<file path="src/rtl/generic_bus_arb_pkg.sv">
// Shared types and policy constants for the generic bus arbiter and its winner-select helper.
package generic_bus_arb_pkg;

  typedef enum logic {IDLE, GRANTED} arb_state_t;
  typedef enum logic {REQ_I = 1'b0, REQ_D = 1'b1} arb_owner_t;

  localparam int ARB_FIXED = 0;
  localparam int ARB_RR    = 1;

endpackage

</file>
<file path="src/rtl/generic_bus_if.sv">
// Generic request/response bus: requester drives addr/wdata/ren/wen/byte_en, target returns rdata/busy/error.
interface generic_bus_if #(
  parameter int ADDR_W = 32
) ();

  logic [ADDR_W-1:0]   addr;
  logic [ADDR_W-1:0]   wdata;
  logic [ADDR_W-1:0]   rdata;
  logic                ren;
  logic                wen;
  logic                busy;
  logic                error;
  logic [ADDR_W/8-1:0] byte_en;

  modport generic_bus (
    input  addr, wdata, ren, wen, byte_en,
    output rdata, busy, error
  );

  modport cpu (
    output addr, wdata, ren, wen, byte_en,
    input  rdata, busy, error
  );

endinterface

</file>
<file path="src/rtl/arb_pick2.sv">
// Combinational 2:1 winner select: fixed data priority, or round-robin against the last grant.
module arb_pick2
  import generic_bus_arb_pkg::*;
#(
  parameter int ARB_POLICY = ARB_FIXED
) (
  input  logic       req_i,
  input  logic       req_d,
  input  arb_owner_t last_grant,
  output arb_owner_t winner
);

  always_comb begin
    winner = REQ_I;
    if (req_i && req_d) begin
      winner = (ARB_POLICY == ARB_RR && last_grant == REQ_D) ? REQ_I : REQ_D;
    end else if (req_d) begin
      winner = REQ_D;
    end
  end

endmodule

</file>
<file path="src/rtl/generic_bus_arbiter.sv">
// Shares one downstream generic bus between icache and dcache requesters, one grant at a time.
// Define GENERIC_BUS_ARBITER_STATS_EN to add grant and contention counters.
module generic_bus_arbiter
  import generic_bus_arb_pkg::*;
#(
  parameter int ARB_POLICY = ARB_FIXED,
  parameter int ADDR_W     = 32
) (
  input  logic               CLK,
  input  logic               nRST,
  generic_bus_if.generic_bus icache_gen_bus_if,
  generic_bus_if.generic_bus dcache_gen_bus_if,
  generic_bus_if.cpu         out_gen_bus_if,
  output logic               grant_owner,
  output logic               active
`ifdef GENERIC_BUS_ARBITER_STATS_EN
  ,
  output logic [31:0]        icache_grants,
  output logic [31:0]        dcache_grants,
  output logic [31:0]        contention_cycles
`endif
);

  localparam int BE_W = ADDR_W / 8;

  arb_state_t state, next_state;
  arb_owner_t owner, next_owner, last_grant, next_last_grant, winner;

  logic              req_i, req_d, done;
  logic [ADDR_W-1:0] dn_addr, dn_wdata;
  logic              dn_ren, dn_wen;
  logic [BE_W-1:0]   dn_be;
  logic              i_busy, d_busy, i_error, d_error;
  logic [ADDR_W-1:0] i_rdata, d_rdata;

  assign req_i = icache_gen_bus_if.ren | icache_gen_bus_if.wen;
  assign req_d = dcache_gen_bus_if.ren | dcache_gen_bus_if.wen;
  assign done  = (state == GRANTED) && !out_gen_bus_if.busy;

  arb_pick2 #(
    .ARB_POLICY(ARB_POLICY)
  ) u_pick (
    .req_i     (req_i),
    .req_d     (req_d),
    .last_grant(last_grant),
    .winner    (winner)
  );

  always_ff @(posedge CLK or negedge nRST) begin
    if (!nRST) begin
      state      <= IDLE;
      owner      <= REQ_I;
      last_grant <= REQ_I;
    end else begin
      state      <= next_state;
      owner      <= next_owner;
      last_grant <= next_last_grant;
    end
  end

  // No abort path: a GRANTED transfer only ends when the downstream drops busy.
  always_comb begin
    next_state      = state;
    next_owner      = owner;
    next_last_grant = last_grant;
    unique case (state)
      IDLE: begin
        if (req_i || req_d) begin
          next_state = GRANTED;
          next_owner = winner;
        end
      end
      GRANTED: begin
        if (done) begin
          next_state      = IDLE;
          next_last_grant = owner;
        end
      end
      default: next_state = IDLE;
    endcase
  end

  always_comb begin
    dn_addr  = '0;
    dn_wdata = '0;
    dn_ren   = 1'b0;
    dn_wen   = 1'b0;
    dn_be    = '0;
    if (state == GRANTED) begin
      if (owner == REQ_D) begin
        dn_addr  = dcache_gen_bus_if.addr;
        dn_wdata = dcache_gen_bus_if.wdata;
        dn_ren   = dcache_gen_bus_if.ren;
        dn_wen   = dcache_gen_bus_if.wen;
        dn_be    = dcache_gen_bus_if.byte_en;
      end else begin
        dn_addr  = icache_gen_bus_if.addr;
        dn_wdata = icache_gen_bus_if.wdata;
        dn_ren   = icache_gen_bus_if.ren;
        dn_wen   = icache_gen_bus_if.wen;
        dn_be    = icache_gen_bus_if.byte_en;
      end
    end
  end

  // Response data and error are only released to the owner on the completion cycle.
  always_comb begin
    i_busy  = 1'b1;
    d_busy  = 1'b1;
    i_error = 1'b0;
    d_error = 1'b0;
    i_rdata = '0;
    d_rdata = '0;
    if (done) begin
      if (owner == REQ_D) begin
        d_busy  = 1'b0;
        d_error = out_gen_bus_if.error;
        d_rdata = out_gen_bus_if.rdata;
      end else begin
        i_busy  = 1'b0;
        i_error = out_gen_bus_if.error;
        i_rdata = out_gen_bus_if.rdata;
      end
    end
  end

  assign out_gen_bus_if.addr    = dn_addr;
  assign out_gen_bus_if.wdata   = dn_wdata;
  assign out_gen_bus_if.ren     = dn_ren;
  assign out_gen_bus_if.wen     = dn_wen;
  assign out_gen_bus_if.byte_en = dn_be;

  assign icache_gen_bus_if.busy  = i_busy;
  assign icache_gen_bus_if.error = i_error;
  assign icache_gen_bus_if.rdata = i_rdata;
  assign dcache_gen_bus_if.busy  = d_busy;
  assign dcache_gen_bus_if.error = d_error;
  assign dcache_gen_bus_if.rdata = d_rdata;

  assign active      = (state == GRANTED);
  assign grant_owner = owner;

`ifdef GENERIC_BUS_ARBITER_STATS_EN
  logic contend;

  assign contend = ((state == IDLE) && req_i && req_d) ||
                   ((state == GRANTED) && ((owner == REQ_D) ? req_i : req_d));

  always_ff @(posedge CLK or negedge nRST) begin
    if (!nRST) begin
      icache_grants     <= '0;
      dcache_grants     <= '0;
      contention_cycles <= '0;
    end else begin
      if (done && owner == REQ_I) icache_grants <= icache_grants + 32'd1;
      if (done && owner == REQ_D) dcache_grants <= dcache_grants + 32'd1;
      if (contend) contention_cycles <= contention_cycles + 32'd1;
    end
  end
`endif

endmodule

</file>
<file path="src/flat_wrapper.sv">
// flat-port wrapper written by rule: the top's interface ports become plain ports
module generic_bus_arbiter_flat import generic_bus_arb_pkg::*;
#(
  parameter int ARB_POLICY = ARB_FIXED,
  parameter int ADDR_W     = 32
)
  (CLK, nRST, grant_owner, active, icache_gen_bus_if_addr, icache_gen_bus_if_wdata, icache_gen_bus_if_ren, icache_gen_bus_if_wen, icache_gen_bus_if_byte_en, icache_gen_bus_if_rdata, icache_gen_bus_if_busy, icache_gen_bus_if_error, dcache_gen_bus_if_addr, dcache_gen_bus_if_wdata, dcache_gen_bus_if_ren, dcache_gen_bus_if_wen, dcache_gen_bus_if_byte_en, dcache_gen_bus_if_rdata, dcache_gen_bus_if_busy, dcache_gen_bus_if_error, out_gen_bus_if_addr, out_gen_bus_if_wdata, out_gen_bus_if_ren, out_gen_bus_if_wen, out_gen_bus_if_byte_en, out_gen_bus_if_rdata, out_gen_bus_if_busy, out_gen_bus_if_error);
  generic_bus_if #(.ADDR_W(ADDR_W)) icache_gen_bus_if_i ();
  generic_bus_if #(.ADDR_W(ADDR_W)) dcache_gen_bus_if_i ();
  generic_bus_if #(.ADDR_W(ADDR_W)) out_gen_bus_if_i ();
  input  logic CLK;
  input  logic nRST;
  output logic grant_owner;
  output logic active;
  input wire logic [$bits(icache_gen_bus_if_i.addr)-1:0] icache_gen_bus_if_addr;
  input wire logic [$bits(icache_gen_bus_if_i.wdata)-1:0] icache_gen_bus_if_wdata;
  input wire logic [$bits(icache_gen_bus_if_i.ren)-1:0] icache_gen_bus_if_ren;
  input wire logic [$bits(icache_gen_bus_if_i.wen)-1:0] icache_gen_bus_if_wen;
  input wire logic [$bits(icache_gen_bus_if_i.byte_en)-1:0] icache_gen_bus_if_byte_en;
  output wire logic [$bits(icache_gen_bus_if_i.rdata)-1:0] icache_gen_bus_if_rdata;
  output wire logic [$bits(icache_gen_bus_if_i.busy)-1:0] icache_gen_bus_if_busy;
  output wire logic [$bits(icache_gen_bus_if_i.error)-1:0] icache_gen_bus_if_error;
  input wire logic [$bits(dcache_gen_bus_if_i.addr)-1:0] dcache_gen_bus_if_addr;
  input wire logic [$bits(dcache_gen_bus_if_i.wdata)-1:0] dcache_gen_bus_if_wdata;
  input wire logic [$bits(dcache_gen_bus_if_i.ren)-1:0] dcache_gen_bus_if_ren;
  input wire logic [$bits(dcache_gen_bus_if_i.wen)-1:0] dcache_gen_bus_if_wen;
  input wire logic [$bits(dcache_gen_bus_if_i.byte_en)-1:0] dcache_gen_bus_if_byte_en;
  output wire logic [$bits(dcache_gen_bus_if_i.rdata)-1:0] dcache_gen_bus_if_rdata;
  output wire logic [$bits(dcache_gen_bus_if_i.busy)-1:0] dcache_gen_bus_if_busy;
  output wire logic [$bits(dcache_gen_bus_if_i.error)-1:0] dcache_gen_bus_if_error;
  output wire logic [$bits(out_gen_bus_if_i.addr)-1:0] out_gen_bus_if_addr;
  output wire logic [$bits(out_gen_bus_if_i.wdata)-1:0] out_gen_bus_if_wdata;
  output wire logic [$bits(out_gen_bus_if_i.ren)-1:0] out_gen_bus_if_ren;
  output wire logic [$bits(out_gen_bus_if_i.wen)-1:0] out_gen_bus_if_wen;
  output wire logic [$bits(out_gen_bus_if_i.byte_en)-1:0] out_gen_bus_if_byte_en;
  input wire logic [$bits(out_gen_bus_if_i.rdata)-1:0] out_gen_bus_if_rdata;
  input wire logic [$bits(out_gen_bus_if_i.busy)-1:0] out_gen_bus_if_busy;
  input wire logic [$bits(out_gen_bus_if_i.error)-1:0] out_gen_bus_if_error;
  assign icache_gen_bus_if_i.addr = icache_gen_bus_if_addr;
  assign icache_gen_bus_if_i.wdata = icache_gen_bus_if_wdata;
  assign icache_gen_bus_if_i.ren = icache_gen_bus_if_ren;
  assign icache_gen_bus_if_i.wen = icache_gen_bus_if_wen;
  assign icache_gen_bus_if_i.byte_en = icache_gen_bus_if_byte_en;
  assign icache_gen_bus_if_rdata = icache_gen_bus_if_i.rdata;
  assign icache_gen_bus_if_busy = icache_gen_bus_if_i.busy;
  assign icache_gen_bus_if_error = icache_gen_bus_if_i.error;
  assign dcache_gen_bus_if_i.addr = dcache_gen_bus_if_addr;
  assign dcache_gen_bus_if_i.wdata = dcache_gen_bus_if_wdata;
  assign dcache_gen_bus_if_i.ren = dcache_gen_bus_if_ren;
  assign dcache_gen_bus_if_i.wen = dcache_gen_bus_if_wen;
  assign dcache_gen_bus_if_i.byte_en = dcache_gen_bus_if_byte_en;
  assign dcache_gen_bus_if_rdata = dcache_gen_bus_if_i.rdata;
  assign dcache_gen_bus_if_busy = dcache_gen_bus_if_i.busy;
  assign dcache_gen_bus_if_error = dcache_gen_bus_if_i.error;
  assign out_gen_bus_if_addr = out_gen_bus_if_i.addr;
  assign out_gen_bus_if_wdata = out_gen_bus_if_i.wdata;
  assign out_gen_bus_if_ren = out_gen_bus_if_i.ren;
  assign out_gen_bus_if_wen = out_gen_bus_if_i.wen;
  assign out_gen_bus_if_byte_en = out_gen_bus_if_i.byte_en;
  assign out_gen_bus_if_i.rdata = out_gen_bus_if_rdata;
  assign out_gen_bus_if_i.busy = out_gen_bus_if_busy;
  assign out_gen_bus_if_i.error = out_gen_bus_if_error;
  generic_bus_arbiter #(.ARB_POLICY(ARB_POLICY), .ADDR_W(ADDR_W)) u_core (.CLK(CLK), .nRST(nRST), .icache_gen_bus_if(icache_gen_bus_if_i), .dcache_gen_bus_if(dcache_gen_bus_if_i), .out_gen_bus_if(out_gen_bus_if_i), .grant_owner(grant_owner), .active(active));
endmodule
</file>
<file path="config.mk">
export PLATFORM = sky130hd
export DESIGN_NAME = generic_bus_arbiter_flat
export DESIGN_NICKNAME = d
export VERILOG_FILES = /design/src/rtl/generic_bus_arb_pkg.sv /design/src/rtl/generic_bus_if.sv /design/src/rtl/arb_pick2.sv /design/src/rtl/generic_bus_arbiter.sv /design/src/flat_wrapper.sv
export SDC_FILE = /design/constraint.sdc
export NUM_CORES = 1
export LEC_CHECK = 0
export CAP_MARGIN = 20
export CORE_AREA = 2 2 122 124
export DETAILED_ROUTE_END_ITERATION = 16
export DIE_AREA = 0 0 124 126
export HOLD_SLACK_MARGIN = 0.05
export SETUP_SLACK_MARGIN = 0.1
export SLEW_MARGIN = 5
export SYNTH_ARGS = -nofsm -noshare
export SYNTH_HDL_FRONTEND = slang
export SYNTH_HIERARCHICAL = 1
export SYNTH_SLANG_ARGS = --single-unit
</file>
<file path="constraint.sdc">
create_clock -name CLK -period 1.3 [get_ports CLK]
set_input_delay 0.26 -clock CLK [delete_from_list [all_inputs] [get_ports CLK]]
set_output_delay 0.26 -clock CLK [all_outputs]
set_load 0.01 [all_outputs]
</file>
==> results of run 1 <==
## cells in the final DEF (no fill, tap or decap), types with 2 or more instances in the layout
master and count:
buf_8 5, nor2b_1 69, mux2i_2 5, buf_6 97, and3_4 33, clkbuf_16 7, buf_16 8, buf_4 4
clkdlybuf4s50_1 170, nand2b_4 2, and2_4 32, buf_12 13, buf_2 70, mux2i_1 65, clkdlybuf4s15_1 3, dlygate4sd2_1 2
## registers in the layout, summed over array words and instances, names as in the netlist
name / flops
u_core/active: 1
u_core/grant_owner: 1
## where the power goes
group	total [mW]	switching [mW]	leakage [nW]	internal, mW
clock	0.464	0.0728	0.0370	0.392
sequential	0.103	0.0297	0.0199	0.0736
combinational	3.11	1.16	2.98	1.95
## final cells by class
| type | instances | area [um^2] | share of cell area |
|---|---|---|---|
| repair buffers | 378 | 3920 | 0.631 |
| multi-input cells | 216 | 1920 | 0.310 |
| well taps | 184 | 230 | 0.0371 |
| clock buffers | 3 | 75.1 | 0.0121 |
| flip-flops and latches | 2 | 55.1 | 0.00888 |
| inverters | 1 | 6.26 | 0.00101 |
## final timing paths
path | end | from | slack, ps
worst max-delay path | out_gen_bus_if_addr[8] | u_core/grant_owner$_DFFE_PN0P_ | -510
worst min-delay path | u_core/active$_DFF_PN0_ | nRST | 200
worst max register to register | u_core/grant_owner$_DFFE_PN0P_ | u_core/active$_DFF_PN0_ | -90
worst min register to register | u_core/active$_DFF_PN0_ | u_core/active$_DFF_PN0_ | 960
max in group asynchronous | u_core/grant_owner$_DFFE_PN0P_ | nRST | 960
min in group CLK | u_core/grant_owner$_DFFE_PN0P_ | dcache_gen_bus_if_ren | 520
## layer usage
metal  share of wire  vias to the layer above  wire (um)  GRT usage
met5               0                        -          0          0
met4           0.014                        0        180     0.0304
met3           0.090                       10       1160     0.0272
met2            0.54                      189       7040      0.296
met1            0.35                     1421       4570      0.146
li1                -                     1537          -          -
## timing repair
action                                 in CTS  in global routing
resized for setup                         660                 96
buffers inserted                           30                  6
setup endpoints to repair                 142                142
hold buffers                                0                  0
gates cloned                               12                  6
endpoints found under the hold margin       0                  0
pin swaps                                  18                  8
## through the flow
step                      instance area, um^2  TNS, ps  worst slack, ps  hold WS (ps)  utilization
final                                    6200   -56930             -509           202        0.433
after global placement                   5370   -89930             -785           431        0.375
after floorplan                          2000    -5570            -86.7         -35.6            -
after CTS                                5850   -60500             -545           203        0.408
after detailed placement                 5370   -90690             -809           435        0.375
after global routing                     6200   -63630             -572           221        0.433
==> qor.yml, run 1 <==
critPathKind: "flop to output port"
h-tree-depth: 1
clkSlewWorstSetupHoldPaths_ps: 30
diodes: 0
avgSynthCellArea_um2: 7.34
dieHeight_um: 126
viasPerCell: 4.03
crit_buf_inv: 4
leakagePower_nw: 3.04
cts_root_buf: "clkbuf_16"
nFillCells: 1391
grt_pass1_wl_um: 17500
syn_inst: 246
wl_per_cell_um: 16.5
rsz0062_at_grt: "true"
ir_drop_v: 0.000304
cts_inserted_buffers: 3
crit_cells: 6
die_w_um: 124
cts_tree: "done"
fin_ws_ps: -509
crit_path_frequent_cell: "buf_6"
cts.sinks: 2
syn_area_um2: 1810
vias: 3157
grt_antenna_before_repair: 0
cp.required_ps: 1040
dp_cells: 732
cpPeakStageDelay_ps: 560
critPathCaptureType: "output port"
syn_to_final_growth_pct: 244
worstMarginPinSlew_ps: 166
fin_crit_sh: 1.39
fin_crit_ps: 1810
wl_um: 13000
ioPinCount: 316
hold_viol_final: 0
clock_latency_ps: 220
status: "finished, violations left"
grt_pass1_vias: 3178
setup.worst_path.start_class: "flop"
slew_viol_final: 0
fmax_mhz: 553
start_util: 0.126
cp_top_family: "flip-flops"
violations: "setup timing"
crit_chain: "buf_6 > buf_12 > buf_6 > mux2i_1 > nor2b_1 > buf_2"
min_path_type: "input pin to async pin"
drtIter0Drc: 42
drive_gt1_frac: 0.480
skew_ps: 2.38
cts_max_path_buffers: 2
port_buffers: 315
grt_max_degree: 25
drtPass1Iterations: 3
reg2reg_depth: 5
fin_nets: 778
slew_headroom: 0.886
ant_nets: 0
gp_congestion: 0.720
syn-num-nets: 422
drv_cap: 0
core_area_um2: 14300
grt-ovfl-total: 0
yosysWarnings: 6
die-area_um2: 15600
path_max_fanout: 7
fin_cells: 784
dp_hpwl_um: 9050
critPathSlowestCell: "dfrtp_4"
placementRows: 44
power_mw: 3.67
crit_arrival_ps: 1550
track_usage: 0.144
power.density_cell_area_nw_per_um2: 592
drc_errors: 0
finalSetupViolations: 141
(Power assumes the default switching activity.)
==> run 2: changes to the inputs <==
- ABC_AREA: not set -> 1
- CORE_AREA: 2 2 122 124 -> 2 2 123 125
- DIE_AREA: 0 0 124 126 -> 0 0 125 127
- clock period: 1.3 -> 2.2 ns (I/O delays scaled with it)
==> qor.yml, run 2 <==
status: "finished, final reports clean"
finalSetupViolations: 0
die_w_um: 125
layout_common_cells: "195 x nor2_1, 176 x clkdlybuf4s50_1, 112 x dlygate4sd2_1"
nFillCells: 1561
syn-num-nets: 532
drtPass1Iterations: 4
worstMarginPinSlew_ps: 266
placementRows: 44
ioPinCount: 316
min_path_type: "input pin to async pin"
dp_hpwl_um: 8790
path_max_fanout: 17
port_buffers: 315
cts_max_path_buffers: 2
cts_tree: "done"
track_usage: 0.132
die-area_um2: 15900
wl_um: 11400
clkSlewWorstSetupHoldPaths_ps: 30
clock_latency_ps: 220
drive_gt1_frac: 0.115
cts_hold_buf: 0
ir_drop_v: 0.000503
drtIter0Drc: 171
cts_inserted_buffers: 3
avgSynthCellArea_um2: 4.49
syn_inst: 356
viasPerCell: 3.85
diodes: 0
syn_area_um2: 1600
grt-ovfl-total: 0
drv_cap: 0
fmax_mhz: 478
setup.worst_path.start_class: "input pin"
slew_viol_final: 0
critPathKind: "input pin to output port"
grt_pass1_wl_um: 17000
yosysWarnings: 6
leakagePower_nw: 2.74
drc_errors: 0
fin_crit_ps: 2090
critPathCaptureType: "output port"
core_area_um2: 14400
grt_pass1_vias: 3172
ant_nets: 0
syn_to_final_growth_pct: 221
grt_antenna_before_repair: 0
hold_viol_final: 0
dieHeight_um: 127
crit_arrival_ps: 1650
power_mw: 4.84
wl_per_cell_um: 13.2
skew_ps: 1.94
start_util: 0.111
holdWs_ps: 393
fin_nets: 856
grt_max_degree: 42
slew_headroom: 0.822
reg2reg_depth: 5
cts_root_buf: "clkbuf_16"
cts.sinks: 2
final_common_cell: "nor2_1"
h-tree-depth: 1
vias: 3316
power.density_cell_area_nw_per_um2: 944
cp.required_ps: 1760
rsz0062_at_grt: "true"
gp_congestion: 0.765
fin_crit_sh: 0.950
-- run 2: what timing repair did --
item | 4_1_cts | 5_1_grt
pin swaps | 3 | 2
setup endpoints to repair | 138 | 27
gates cloned | 2 | 1
gates resized for setup | 195 | 22
buffers inserted | 9 | 7
-- run 2: metrics by stage --
step | cell area, um^2 | cells | TNS, ps | worst slack (ps) | utilization
CTS | 5050 | 854 | -134 | -54.6 | 0.350
global route | 5130 | 862 | 0 | 42.8 | 0.355
floorplan | 1600 | 356 | 0 | 681 | -
finish | 5130 | 862 | 0 | 109 | 0.355
global placement | 5000 | 840 | -21350 | -353 | 0.347
detailed placement | 5000 | 840 | -21700 | -369 | 0.347
-- run 2: final timing paths --
path / to / start / slack, ps
max: dcache_gen_bus_if_rdata[26] / out_gen_bus_if_busy / 110
min: u_core/grant_owner$_DFFE_PN0P_ / nRST / 390
max reg2reg: u_core/grant_owner$_DFFE_PN0P_ / u_core/grant_owner$_DFFE_PN0P_ / 1090
min reg2reg: u_core/grant_owner$_DFFE_PN0P_ / u_core/active$_DFF_PN0_ / 640
max in group asynchronous: u_core/active$_DFF_PN0_ / nRST / 1660
min in group CLK: u_core/grant_owner$_DFFE_PN0P_ / u_core/active$_DFF_PN0_ / 640
-- run 2: critical path: stages --
cell,delay (ps)
dlygate4sd2_1,290
nor2_8,190
buf_4,160
nand2_4,160
nor2_1,120
dlygate4sd2_1,280
-- run 2: layer usage --
| layer | GRT usage | vias to the layer above | share of wire |
|---|---|---|---|
| met1 | 0.161 | 1389 | 0.41 |
| met5 | 0 | - | 0 |
| met4 | 0.0229 | 0 | 0.0082 |
| met3 | 0.0331 | 8 | 0.085 |
| li1 | - | 1722 | - |
| met2 | 0.240 | 197 | 0.50 |
-- run 2: power breakdown --
part           internal [mW]  total (mW)  switching, mW
Combinational           2.18        4.47           2.29
Clock                  0.231       0.269         0.0384
Sequential            0.0599       0.102         0.0425
Total                   2.47        4.84           2.37
-- run 2: layout make-up --
class,count,area (um^2),area share
clock buffers,3,75.1,0.0146
inverters,36,145,0.0283
repair buffers,348,3360,0.655
multi-input cells,289,1270,0.247
well taps,184,230,0.0449
flip-flops and latches,2,52.6,0.0103
